### src/rtl/comm_pkg.sv
// Shared types and constants for the host-side copter command link.
// Holds the frame FSM encoding, the receiver's state encoding and the default bit period.
package comm_pkg;

  typedef enum logic [1:0] {IDLE, BYTE_H, BYTE_M, BYTE_L} frame_state_t;
  typedef enum logic [1:0] {RX_IDLE, RX_START, RX_DATA, RX_STOP} rx_state_t;

  localparam logic [7:0] POS_ACK       = 8'hA5;
  localparam int         BAUD_DIV_DFLT = 2604;

endpackage

### src/rtl/uart_trx.sv
// 8N1 UART: TX shifter reloadable on the tx_done cycle for gapless bytes; RX samples mid-bit after a 2-flop sync.
// tx_done is combinational at the end of the stop bit; rx_rdy is sticky until clr_rx_rdy or a validated start.
module uart_trx
  import comm_pkg::*;
#(
  parameter int BAUD_DIV = BAUD_DIV_DFLT
) (
  input  logic       clk,
  input  logic       rst_n,
  input  logic       trmt,
  input  logic [7:0] tx_data,
  output logic       tx_done,
  output logic       TX,
  input  logic       RX,
  input  logic       clr_rx_rdy,
  output logic       rx_rdy,
  output logic [7:0] rx_data
);

  localparam logic [15:0] BD_LAST   = 16'(BAUD_DIV - 1);
  localparam logic [15:0] HALF_LAST = 16'(BAUD_DIV / 2 - 1);

  logic [9:0]  tx_shift_q, tx_shift_d;
  logic [15:0] tx_baud_q, tx_baud_d;
  logic [3:0]  tx_bit_q, tx_bit_d;
  logic        tx_busy_q, tx_busy_d;
  logic        tx_baud_end;

  assign tx_baud_end = tx_busy_q && (tx_baud_q == BD_LAST);
  assign tx_done     = tx_baud_end && (tx_bit_q == 4'd9);
  // Ones shift in behind the frame, so the line rests high without a mux.
  assign TX          = tx_shift_q[0];

  always_comb begin
    tx_shift_d = tx_shift_q;
    tx_baud_d  = tx_baud_q;
    tx_bit_d   = tx_bit_q;
    tx_busy_d  = tx_busy_q;
    if (tx_busy_q) begin
      if (tx_baud_end) begin
        tx_baud_d  = 16'd0;
        tx_shift_d = {1'b1, tx_shift_q[9:1]};
        tx_bit_d   = tx_bit_q + 4'd1;
        if (tx_done) tx_busy_d = 1'b0;
      end else begin
        tx_baud_d = tx_baud_q + 16'd1;
      end
    end
    if (trmt) begin
      tx_shift_d = {1'b1, tx_data, 1'b0};
      tx_baud_d  = 16'd0;
      tx_bit_d   = 4'd0;
      tx_busy_d  = 1'b1;
    end
  end

  always_ff @(posedge clk or negedge rst_n) begin
    if (!rst_n) begin
      tx_shift_q <= '1;
      tx_baud_q  <= '0;
      tx_bit_q   <= '0;
      tx_busy_q  <= 1'b0;
    end else begin
      tx_shift_q <= tx_shift_d;
      tx_baud_q  <= tx_baud_d;
      tx_bit_q   <= tx_bit_d;
      tx_busy_q  <= tx_busy_d;
    end
  end

  rx_state_t   rx_state_q, rx_state_d;
  logic        rx_sync1_q, rx_sync2_q, rx_sync3_q;
  logic [15:0] rx_baud_q, rx_baud_d;
  logic [2:0]  rx_bit_q, rx_bit_d;
  logic [7:0]  rx_shift_q, rx_shift_d;
  logic [7:0]  rx_data_q, rx_data_d;
  logic        rx_rdy_q, rx_rdy_d;
  logic        rx_fall, start_ok, byte_ok;

  // sync3 only remembers the previous synchronised level for edge detection.
  assign rx_fall = rx_sync3_q && !rx_sync2_q;
  assign rx_rdy  = rx_rdy_q;
  assign rx_data = rx_data_q;

  always_comb begin
    rx_state_d = rx_state_q;
    rx_baud_d  = rx_baud_q;
    rx_bit_d   = rx_bit_q;
    rx_shift_d = rx_shift_q;
    rx_data_d  = rx_data_q;
    start_ok   = 1'b0;
    byte_ok    = 1'b0;
    case (rx_state_q)
      RX_IDLE: begin
        if (rx_fall) begin
          rx_baud_d  = 16'd0;
          rx_state_d = RX_START;
        end
      end
      RX_START: begin
        if (rx_baud_q == HALF_LAST) begin
          rx_baud_d = 16'd0;
          if (!rx_sync2_q) begin
            start_ok   = 1'b1;
            rx_bit_d   = 3'd0;
            rx_state_d = RX_DATA;
          end else begin
            rx_state_d = RX_IDLE;
          end
        end else begin
          rx_baud_d = rx_baud_q + 16'd1;
        end
      end
      RX_DATA: begin
        if (rx_baud_q == BD_LAST) begin
          rx_baud_d  = 16'd0;
          rx_shift_d = {rx_sync2_q, rx_shift_q[7:1]};
          rx_bit_d   = rx_bit_q + 3'd1;
          if (rx_bit_q == 3'd7) rx_state_d = RX_STOP;
        end else begin
          rx_baud_d = rx_baud_q + 16'd1;
        end
      end
      default: begin
        if (rx_baud_q == BD_LAST) begin
          rx_baud_d  = 16'd0;
          rx_state_d = RX_IDLE;
          if (rx_sync2_q) begin
            rx_data_d = rx_shift_q;
            byte_ok   = 1'b1;
          end
        end else begin
          rx_baud_d = rx_baud_q + 16'd1;
        end
      end
    endcase
    rx_rdy_d = rx_rdy_q;
    if (clr_rx_rdy || start_ok) rx_rdy_d = 1'b0;
    if (byte_ok) rx_rdy_d = 1'b1;
  end

  always_ff @(posedge clk or negedge rst_n) begin
    if (!rst_n) begin
      rx_sync1_q <= 1'b1;
      rx_sync2_q <= 1'b1;
      rx_sync3_q <= 1'b1;
      rx_state_q <= RX_IDLE;
      rx_baud_q  <= '0;
      rx_bit_q   <= '0;
      rx_shift_q <= '0;
      rx_data_q  <= '0;
      rx_rdy_q   <= 1'b0;
    end else begin
      rx_sync1_q <= RX;
      rx_sync2_q <= rx_sync1_q;
      rx_sync3_q <= rx_sync2_q;
      rx_state_q <= rx_state_d;
      rx_baud_q  <= rx_baud_d;
      rx_bit_q   <= rx_bit_d;
      rx_shift_q <= rx_shift_d;
      rx_data_q  <= rx_data_d;
      rx_rdy_q   <= rx_rdy_d;
    end
  end

endmodule

### src/rtl/comm_master.sv
// Host command master: sends {cmd, data_hi, data_lo} over UART; frame takes 30*BAUD_DIV clocks.
// No backpressure: send_cmd outside IDLE is dropped; responses are flagged by the sticky resp_rdy.
module comm_master
  import comm_pkg::*;
#(
  parameter int BAUD_DIV = BAUD_DIV_DFLT
) (
  input  logic        clk,
  input  logic        rst_n,
  input  logic        RX,
  output logic        TX,
  input  logic [7:0]  cmd,
  input  logic [15:0] data,
  input  logic        send_cmd,
  output logic        frm_snt,
  output logic        resp_rdy,
  output logic [7:0]  resp
);

  frame_state_t state_q, state_d;
  logic [23:0]  hold_q, hold_d;
  logic         frm_snt_q, frm_snt_d;
  logic         trmt, tx_done, clr_rx_rdy;
  logic [7:0]   tx_data;

  // Next byte is loaded on the tx_done cycle, so bytes run back-to-back.
  always_comb begin
    state_d    = state_q;
    hold_d     = hold_q;
    frm_snt_d  = frm_snt_q;
    trmt       = 1'b0;
    tx_data    = hold_q[23:16];
    clr_rx_rdy = 1'b0;
    case (state_q)
      IDLE: begin
        if (send_cmd) begin
          hold_d     = {cmd, data};
          frm_snt_d  = 1'b0;
          trmt       = 1'b1;
          tx_data    = cmd;
          clr_rx_rdy = 1'b1;
          state_d    = BYTE_H;
        end
      end
      BYTE_H: begin
        tx_data = hold_q[15:8];
        if (tx_done) begin
          trmt    = 1'b1;
          state_d = BYTE_M;
        end
      end
      BYTE_M: begin
        tx_data = hold_q[7:0];
        if (tx_done) begin
          trmt    = 1'b1;
          state_d = BYTE_L;
        end
      end
      default: begin
        if (tx_done) begin
          frm_snt_d = 1'b1;
          state_d   = IDLE;
        end
      end
    endcase
  end

  always_ff @(posedge clk or negedge rst_n) begin
    if (!rst_n) begin
      state_q   <= IDLE;
      hold_q    <= '0;
      frm_snt_q <= 1'b0;
    end else begin
      state_q   <= state_d;
      hold_q    <= hold_d;
      frm_snt_q <= frm_snt_d;
    end
  end

  assign frm_snt = frm_snt_q;

  uart_trx #(.BAUD_DIV(BAUD_DIV)) u_trx (
    .clk        (clk),
    .rst_n      (rst_n),
    .trmt       (trmt),
    .tx_data    (tx_data),
    .tx_done    (tx_done),
    .TX         (TX),
    .RX         (RX),
    .clr_rx_rdy (clr_rx_rdy),
    .rx_rdy     (resp_rdy),
    .rx_data    (resp)
  );

endmodule

### config.mk
export PLATFORM = sky130hd
export DESIGN_NAME = comm_master
export DESIGN_NICKNAME = d
export VERILOG_FILES = /design/src/rtl/comm_pkg.sv /design/src/rtl/uart_trx.sv /design/src/rtl/comm_master.sv
export SDC_FILE = /design/constraint.sdc
export NUM_CORES = 1
export LEC_CHECK = 0
export BUFFER_PORTS_ARGS = -buffer_cell sky130_fd_sc_hd__buf_2
export CAP_MARGIN = 40
export CELL_PAD_IN_SITES_DETAIL_PLACEMENT = 2
export CELL_PAD_IN_SITES_GLOBAL_PLACEMENT = 2
export CORE_ASPECT_RATIO = 1.75
export CORE_MARGIN = 2
export CORE_UTILIZATION = 41
export CTS_BUF_LIST = sky130_fd_sc_hd__clkbuf_8
export DETAILED_ROUTE_END_ITERATION = 8
export PLACE_DENSITY = 0.87
export RECOVER_POWER = 100
export SLEW_MARGIN = 40
export SYNTH_ARGS = -nofsm -noshare
export SYNTH_HDL_FRONTEND = slang
export SYNTH_SLANG_ARGS = --single-unit
### constraint.sdc
create_clock -name clk -period 2.7 [get_ports clk]
set_input_delay 0.27 -clock clk [delete_from_list [all_inputs] [get_ports clk]]
set_output_delay 0.27 -clock clk [all_outputs]
set_load 0.005 [all_outputs]
==> results.rst, run 1 <==
.. list-table::
   :header-rows: 1

   * - Metric
     - Value
   * - Total congestion overflow after global routing
     - 0
   * - Vias in the first global route
     - 4,416
   * - Violated checks
     - capacitance limit, slew limit
   * - DR vias/cell
     - 6.014
   * - Worst Hold Path Cells
     - 2
   * - Total power per unit cell area
     - 541.2 nW/um2
   * - Final worst-path cycle share
     - 0.9617
   * - Sequential power share
     - 0.539
   * - Number of gates given a new drive strength after cts
     - 0
   * - Endpoint kind of the worst setup timing path
     - flip-flop
   * - Total negative slack
     - 0 ns
   * - Cell area after synthesis
     - 4825 um2
   * - Sequential-to-total area share from yosys stat
     - 0.5114
   * - Die Span X
     - 86 um
   * - Largest clock skew in the final design
     - 0.01503 ns
   * - Yosys warnings
     - 0
   * - Transition at the pin with the smallest max-transition slack
     - 1.686 ns
   * - R2R cell count
     - 6
   * - Count of final hold-check violations
     - 0
   * - Max transition margin
     - -0.1243
   * - Clock Latency Late Sink
     - 0.38 ns
   * - Ranking of synthesized cells by area
     - sky130_fd_sc_hd__dfrtp_1 45%, sky130_fd_sc_hd__mux2_2 11%, sky130_fd_sc_hd__dfstp_2 6.5%
   * - Maximum Capacitance Violations
     - 1
   * - Distinct cell type count of the synthesized netlist
     - 58
   * - Number of top-level pins
     - 39
   * - Share of total power in combinational logic
     - 0.090
   * - Leading cell type by number of instances after synthesis
     - sky130_fd_sc_hd__dfrtp_1
   * - Number of DRC violations after detailed-routing iteration 0
     - 165
   * - Total of flip-flops plus latches after synthesis
     - 98
   * - Clock sink total
     - 98
   * - Starting utilization of the core area
     - 0.4189
   * - Area taken by flip-flops and latches
     - 2467 um2
   * - First-pass GRT wire length
     - 24,130 um
   * - Count of mapped cells out of synthesis
     - 439
   * - Maximum root-to-sink buffer count
     - 2
   * - Area occupied by multi-input gates
     - 2216 um2
   * - Required time reported for the critical path endpoint
     - 2.96 ns
   * - Number of placed cells counting well taps
     - 607
   * - Endpoint, Worst Hold
     - hold_q[12]$_DFFE_PN0P_
   * - Total GRT Usage
     - 0.2514
   * - # nets final
     - 524
   * - Clock tree from TritonCTS
     - yes
   * - Worst path arrival time
     - 2.86 ns
   * - Synthesized Nets
     - 478
   * - Routed length per placed instance
     - 23.55 um
   * - Cell taking the most area after synthesis
     - sky130_fd_sc_hd__dfrtp_1
   * - Critical path class
     - reg2reg
   * - Share of the synthesized area in the top cell type
     - 0.4461
   * - Total vias in the final route
     - 3,759
   * - Count of hold buffers inserted by post-cts repair
     - 2
   * - Average footprint of a synthesized cell
     - 10.99 um2
   * - Length of the first detailed-routing pass in iterations
     - 4
   * - Inserted Clock Buffers
     - 9
   * - Largest net degree at the start of global routing
     - 30
   * - Die extent in y
     - 147.5 um
   * - Largest family of logic cells by synthesized area
     - simple AND/OR/NAND/NOR gates
   * - Arithmetic-cell share of the synthesized area counting full adders, half adders and majority gates
     - 0.02853
   * - Max Freq
     - 385.1 MHz
   * - Top cell types by occurrence after synthesis
     - 86 x sky130_fd_sc_hd__dfrtp_1, 47 x sky130_fd_sc_hd__mux2_2, 34 x sky130_fd_sc_hd__nand2_1, 26 x sky130_fd_sc_hd__nor2_1
   * - # diodes
     - 0
   * - Full die area
     - 12,690 um2
   * - Internal
     - 2.177 mW
   * - Antenna violations before repair
     - 0
   * - Unrepaired setup endpoints after global routing
     - false
   * - Worst-path fanout max
     - 5
   * - Total routed wirelength
     - 14,720 um
   * - Reported leakage power
     - 2.509 nW
   * - Total of endpoints with negative setup slack in the final report
     - 0
   * - Detail Placement HPWL
     - 10,280 um
   * - Worst setup SP type
     - flip-flop
   * - H-tree lvl count
     - 3
   * - Worst flop-to-flop path startpoint
     - u_trx.rx_baud_q[1]$_DFFE_PN0N_
   * - Top flip-flop cell by instance count after synthesis
     - sky130_fd_sc_hd__dfrtp_1
   * - FP Rows
     - 52
   * - Worst ir drop on vdd
     - 389.5 uV
   * - Register-to-register setup slack
     - 0.10 ns
   * - Hold path startpoint
     - data[12]
   * - Net switching fraction of the power
     - 0.2601
   * - DRC errors left
     - 0
   * - Area grow syn2layout
     - 12.71%
   * - Proportion of synthesized area in mux cells
     - 0.1138
   * - Clock input transition at the sequential cells of the worst setup and hold paths
     - 0.10 ns
   * - Number of buffers added for setup after CTS
     - 0
   * - Clock power frac
     - 0.371
   * - Final Wtd Congestion
     - 0.8471
   * - Proportion of synthesized flip-flops having asynchronous set or reset
     - 1.000
   * - Number of synthesized flops with an enable pin
     - 0
   * - Standard cell core area
     - 11,520 um2
   * - Share of final-layout standard cells stronger than drive strength 1
     - 0.2551
   * - Cell at the root of the clock tree
     - sky130_fd_sc_hd__clkbuf_8
   * - Layout fillers
     - 1,215
   * - Status
     - complete, but fails checks
   * - Time the worst path needs with I/O delays and setup
     - 2.596 ns
   * - Number of input and output port buffers inserted
     - 38
   * - Compound-Gate Fraction of Synth Area
     - 0.1175
   * - Hold Path Class
     - in2reg
   * - Xor and xnor fraction of the mapped netlist area
     - 0.02360
   * - Number of pins exceeding their max-slew limit in the final report
     - 30
   * - Simple-gate portion of the synthesized area
     - 0.1766
   * - Number of nets with antenna violations after routing
     - 0
   * - Critical path startpoint
     - u_trx.rx_baud_q[1]$_DFFE_PN0N_
   * - Endpoint of the worst-slack reg-to-reg timing path
     - u_trx.rx_rdy$_DFFE_PN0P_
   * - Reported net switching power
     - 0.7654 mW
   * - Number of cells in the finished layout apart from fillers
     - 625
## metrics by stage
stage / power, mW / cell area, um2 / hold WS (ns) / worst slack, ns / util
6_report: 2.943 / 5438 / 0.1137 / 0.1035 / 0.4722
2_1_floorplan: 1.750 / 4825 / -0.02559 / 0.3500 / -
4_1_cts: 2.981 / 5472 / 0.1030 / 0.1353 / 0.4751
3_5_place_dp: 1.872 / 5226 / 0.2231 / 0.1503 / 0.4538
3_3_place_gp: 1.846 / 5226 / 0.2183 / 0.2344 / 0.4538
5_1_grt: 3.071 / 5438 / 0.1151 / 0.02905 / 0.4722
## critical path, cell delays in order (launching register included)
cell and delay (ns):
sky130_fd_sc_hd__dfrtp_1 0.41, sky130_fd_sc_hd__inv_1 0.08, sky130_fd_sc_hd__ha_1 0.13, sky130_fd_sc_hd__or4b_2 0.60, sky130_fd_sc_hd__or4_4 0.46, sky130_fd_sc_hd__or4_1 0.53, sky130_fd_sc_hd__a31o_1 0.27
## final cells by class
class	instances	share of cell area
timing repair buffer	55	0.05660
clock buffer	10	0.02531
clock inverter	6	0.01611
sequential	98	0.4538
tap	135	0.03106
inverter	14	0.009664
multi-input combinational	307	0.4075
## power groups by stage
stage	clock (mW)	combinational (mW)	sequential (mW)
after floorplan	0	0.162	1.59
after global placement	0	0.244	1.60
after detailed placement	0	0.261	1.61
after CTS	1.13	0.270	1.58
after global routing	1.18	0.298	1.59
final	1.09	0.264	1.59
## cells in the final DEF, fill, tap and decap left out, types with 8 or more instances in the layout
master / instances
sky130_fd_sc_hd__a222oi_1: 8
sky130_fd_sc_hd__ha_1: 11
sky130_fd_sc_hd__nand4_1: 9
sky130_fd_sc_hd__inv_1: 14
sky130_fd_sc_hd__nand2_1: 34
sky130_fd_sc_hd__a31oi_1: 10
sky130_fd_sc_hd__dfrtp_1: 86
sky130_fd_sc_hd__nand3_1: 17
sky130_fd_sc_hd__nor2_1: 26
sky130_fd_sc_hd__clkbuf_8: 10
sky130_fd_sc_hd__mux2_2: 44
sky130_fd_sc_hd__clkbuf_1: 10
sky130_fd_sc_hd__buf_2: 30
sky130_fd_sc_hd__and2_1: 10
sky130_fd_sc_hd__buf_4: 8
sky130_fd_sc_hd__dfstp_2: 10
sky130_fd_sc_hd__a211oi_1: 9
sky130_fd_sc_hd__a21oi_1: 17
sky130_fd_sc_hd__xor2_1: 9
sky130_fd_sc_hd__o21ai_0: 17
## cell families (layout without fill, tap and decap cells)
kind of cell             count (synthesis)  in the layout
multiplexers                            49             49
buffers and inverters                   34             85
XOR/XNOR                                13             13
adder cells (fa/ha/maj)                 11             11
AND/OR/NAND/NOR                        152            152
AO/OA/AOI/OAI                           82             82
flip-flops                              98             98
## sequential cells by signal, summed over array words and instances (netlist names)
register and count:
u_trx.rx_bit_q 3, u_trx.tx_busy_q 1, u_trx.rx_baud_q 16, state_q 2, u_trx.tx_bit_q 4, u_trx.rx_sync2_q 1, u_trx.tx_shift_q 9, frm_snt 1
u_trx.rx_rdy 1, hold_q 24, u_trx.rx_sync3_q 1, u_trx.rx_state_q 2, u_trx.rx_sync1_q 1, u_trx.rx_data 8, u_trx.rx_shift_q 8, u_trx.tx_baud_q 16
## per-layer routing
layer,wire length [um],vias up,track usage
met2,8655,58,0.4733
met1,5234,1965,0.2570
met3,321,34,0.03406
li1,-,1702,-
met4,507,0,0.1421
met5,0,-,0
## how the worst max path moves through the flow
| stage | to | slack [ns] | depth (start not counted) |
|---|---|---|---|
| floorplan | u_trx.rx_rdy$_DFFE_PN0P_ | 0.35 | 6 |
| global placement | u_trx.rx_data[6]$_DFFE_PN0P_ | 0.23 | 4 |
| detailed placement | u_trx.rx_data[7]$_DFFE_PN0P_ | 0.15 | 4 |
| CTS | u_trx.rx_baud_q[14]$_DFFE_PN0N_ | 0.14 | 7 |
| global route | u_trx.rx_baud_q[14]$_DFFE_PN0N_ | 0.03 | 6 |
| finish | u_trx.rx_rdy$_DFFE_PN0P_ | 0.10 | 6 |
Note: power is estimated with default switching activity, not from simulation.
==> run 2: changes to the inputs <==
--- a/config.mk
+++ b/config.mk
@@ -16,3 +16,3 @@
 export DETAILED_ROUTE_END_ITERATION = 8
-export PLACE_DENSITY = 0.87
+export PLACE_DENSITY = 0.91
 export RECOVER_POWER = 100
==> constraint.sdc (replaced) <==
create_clock -name clk -period 2.7 [get_ports clk]
set_input_delay 0.54 -clock clk [delete_from_list [all_inputs] [get_ports clk]]
set_output_delay 0.54 -clock clk [all_outputs]
set_load 0.005 [all_outputs]
==> results.rst, run 2 (synthesized netlist as in run 1, its figures left out) <==
.. list-table::
   :header-rows: 1

   * - Metric
     - Value
   * - Status
     - completed
   * - DRC errors left
     - 0 (unchanged)
   * - Starting utilization of the core area
     - 0.4189 (unchanged)
   * - Number of placed cells counting well taps
     - 610 (+0.49%)
   * - Number of pins exceeding their max-slew limit in the final report
     - 0 (-100%)
   * - DR vias/cell
     - 6.141 (+2.1%)
   * - Total congestion overflow after global routing
     - 0 (unchanged)
   * - First-pass GRT wire length
     - 25,270 um (+4.7%)
   * - Clock sink total
     - 98 (unchanged)
   * - Endpoint of the worst-slack reg-to-reg timing path
     - u_trx.rx_bit_q[0]$_DFFE_PN0P_
   * - Number of nets with antenna violations after routing
     - 0 (unchanged)
   * - Worst flop-to-flop path startpoint
     - u_trx.rx_baud_q[6]$_DFFE_PN0N_
   * - Cell at the root of the clock tree
     - sky130_fd_sc_hd__clkbuf_8
   * - Hold path startpoint
     - RX
   * - Number of cells in the finished layout apart from fillers
     - 626 (+0.16%)
   * - Total negative slack
     - 0 ns (unchanged)
   * - Final worst-path cycle share
     - 0.9552 (-0.006419)
   * - Most frequent cell on the critical path
     - sky130_fd_sc_hd__or4_1
   * - Slowest stage delay, CP
     - 0.65 ns (+0.05 ns)
   * - FP Rows
     - 52 (unchanged)
   * - Count of final hold-check violations
     - 0 (unchanged)
   * - Clock power frac
     - 0.370 (about the same)
   * - Critical path startpoint
     - u_trx.rx_baud_q[6]$_DFFE_PN0N_
   * - Maximum Capacitance Violations
     - 0 (-1)
   * - Clock Latency Late Sink
     - 0.39 ns (about the same)
   * - Internal
     - 2.152 mW (-1.1%)
   * - Routed length per placed instance
     - 25.60 um (+8.7%)
   * - Clock tree from TritonCTS
     - yes
   * - Total vias in the final route
     - 3,844 (+2.3%)
   * - Max transition margin
     - 0.1530 (+0.2773)
   * - Commonest non-fill, non-tap cell in the layout
     - sky130_fd_sc_hd__dfrtp_1
   * - Share of total power in combinational logic
     - 0.092 (+0.002)
   * - Final worst hold slack
     - 0.2555 ns (+0.1418 ns)
   * - Time the worst path needs with I/O delays and setup
     - 2.579 ns (-0.01733 ns)
   * - # nets final
     - 525 (+0.19%)
   * - Worst path arrival time
     - 2.82 ns (-0.04 ns)
   * - Critical path class
     - reg2reg
   * - Register-to-register setup slack
     - 0.12 ns (+0.02 ns)
   * - Unrepaired setup endpoints after global routing
     - false
   * - Final Wtd Congestion
     - 0.8212 (-3.1%)
   * - Regs by FF count
     - hold_q (24), u_trx.rx_baud_q (16), u_trx.tx_baud_q (16)
   * - Area taken by flip-flops and latches
     - 2467 um2 (unchanged)
   * - Worst setup SP type
     - flip-flop
   * - Die Span X
     - 86 um (unchanged)
   * - Number of DRC violations after detailed-routing iteration 0
     - 264 (+60%)
   * - Post-route core utilization
     - 0.4721 (about the same)
   * - Sequential power share
     - 0.538 (about the same)
   * - Vias in the first global route
     - 4,485 (+1.6%)
   * - Net switching fraction of the power
     - 0.2695 (+0.009376)
   * - Largest clock skew in the final design
     - 0.02289 ns (+0.007867 ns)
   * - Worst Hold Path Cells
     - 1 (-1)
   * - Worst setup path end
     - u_trx.rx_bit_q[0]$_DFFE_PN0P_
   * - Number of input and output port buffers inserted
     - 38 (unchanged)
   * - Slowest library cell on the worst path
     - sky130_fd_sc_hd__or4_1
   * - Layout fillers
     - 1,150 (-5.3%)
   * - Inserted Clock Buffers
     - 9 (unchanged)
   * - Die extent in y
     - 147.5 um (unchanged)
   * - Endpoint kind of the worst setup timing path
     - flip-flop
   * - H-tree lvl count
     - 3 (unchanged)
   * - Area grow syn2layout
     - 12.68% (about the same)
   * - Length of the first detailed-routing pass in iterations
     - 7 (+3)
   * - Standard cell core area
     - 11,520 um2 (unchanged)
   * - # diodes
     - 0 (unchanged)
   * - Hold Path Class
     - in2reg
   * - Register with the most flip-flops
     - hold_q
   * - Cells along the critical path
     - or4_1 > or4_1 > or4_4 > nand3_1 > o21ai_0
   * - Antenna violations before repair
     - 0 (unchanged)
   * - Number of flip-flops in the largest register
     - 24 (unchanged)
   * - Worst-path fanout max
     - 6 (+1)
   * - Share of final-layout standard cells stronger than drive strength 1
     - 0.2566 (+0.001517)
   * - R2R cell count
     - 5 (-1)
   * - Reported net switching power
     - 0.7940 mW (+3.7%)
   * - Transition at the pin with the smallest max-transition slack
     - 1.270 ns (-0.4160 ns)
   * - Clock input transition at the sequential cells of the worst setup and hold paths
     - 0.11 ns (about the same)
   * - Maximum root-to-sink buffer count
     - 2 (unchanged)
   * - Detail Placement HPWL
     - 10,690 um (+4.0%)
   * - Total of endpoints with negative setup slack in the final report
     - 0 (unchanged)
   * - Reported leakage power
     - 2.504 nW (-0.19%)
   * - Total power per unit cell area
     - 541.9 nW/um2 (+0.14%)
   * - Required time reported for the critical path endpoint
     - 2.94 ns (-0.02 ns)
   * - Full die area
     - 12,690 um2 (unchanged)
   * - Total GRT Usage
     - 0.2632 (+0.01185)
   * - Total routed wirelength
     - 16,020 um (+8.9%)
   * - Most used cells in the layout excluding fill and tap cells
     - 86 x sky130_fd_sc_hd__dfrtp_1, 46 x sky130_fd_sc_hd__mux2_2, 34 x sky130_fd_sc_hd__nand2_1
   * - Worst ir drop on vdd
     - 456.5 uV (+17%)
   * - Overall power after layout
     - 2.946 mW (+0.12%)
   * - Max Freq
     - 387.7 MHz (+0.67%)
   * - Number of top-level pins
     - 39 (unchanged)
   * - Largest net degree at the start of global routing
     - 49 (+63%)
   * - Area occupied by multi-input gates
     - 2217 um2 (about the same)
run 2: changes by cell type in the layout (fill, tap and decap cells not counted), moves of 2 or more:
cell,delta
sky130_fd_sc_hd__buf_2,-2
sky130_fd_sc_hd__buf_4,+5
sky130_fd_sc_hd__clkbuf_1,+2
sky130_fd_sc_hd__clkbuf_2,-2
sky130_fd_sc_hd__dlygate4sd3_1,-2
sky130_fd_sc_hd__mux2_1,-2
sky130_fd_sc_hd__mux2_2,+2
run 2: worst max-delay path, delay by kind of cell, from the launching register on:
kind	cells	cell delay [ns]
and+or+nand+nor	4	1.88
DFF	1	0.45
AOI/OAI and AO/OA	1	0.11
run 2: stage by stage:
stage	setup slack, ns	instance area, um2
floorplan	0.3500	4825
CTS	0.09252	5466
finish	0.1209	5436
global placement	0.2610	5249
detailed placement	0.1615	5249
global route	0.03419	5436
run 2: worst min-delay path by stage:
stage,endpoint,slack [ns]
final,u_trx.rx_sync1_q$_DFF_PN1_,0.26
after global routing,u_trx.rx_sync1_q$_DFF_PN1_,0.23
after CTS,u_trx.tx_baud_q[5]$_DFFE_PN0P_,0.18
after detailed placement,u_trx.rx_sync2_q$_DFF_PN1_,0.35
after global placement,u_trx.rx_sync2_q$_DFF_PN1_,0.35
after floorplan,frm_snt$_DFFE_PN0P_,0.24
run 2: layout make-up:
class,count,share of cell area
sequential,98,0.4539
inverter,14,0.009666
clock inverter,7,0.01726
multi-input combinational,307,0.4078
tap,135,0.03107
timing repair buffer,56,0.05754
clock buffer,9,0.02278
run 2: power groups by stage:
stage | clock network [mW] | registers (mW) | logic (mW)
floorplan | 0 | 1.59 | 0.162
global placement | 0 | 1.61 | 0.243
detailed placement | 0 | 1.61 | 0.266
CTS | 1.11 | 1.59 | 0.277
global route | 1.16 | 1.60 | 0.296
finish | 1.09 | 1.58 | 0.271
run 2: metal layers:
layer,routed length (um),GRT usage
met4,712,0.1254
met3,322,0.03406
met5,0,0
met1,5833,0.2878
met2,9155,0.4884
run 2: what timing repair did:
item | 4_1_cts | 5_1_grt
gates resized for setup | 0 | 2
hold buffers | 0 | 0
setup buffers | 0 | 0
endpoints found under the setup margin | 0 | 4
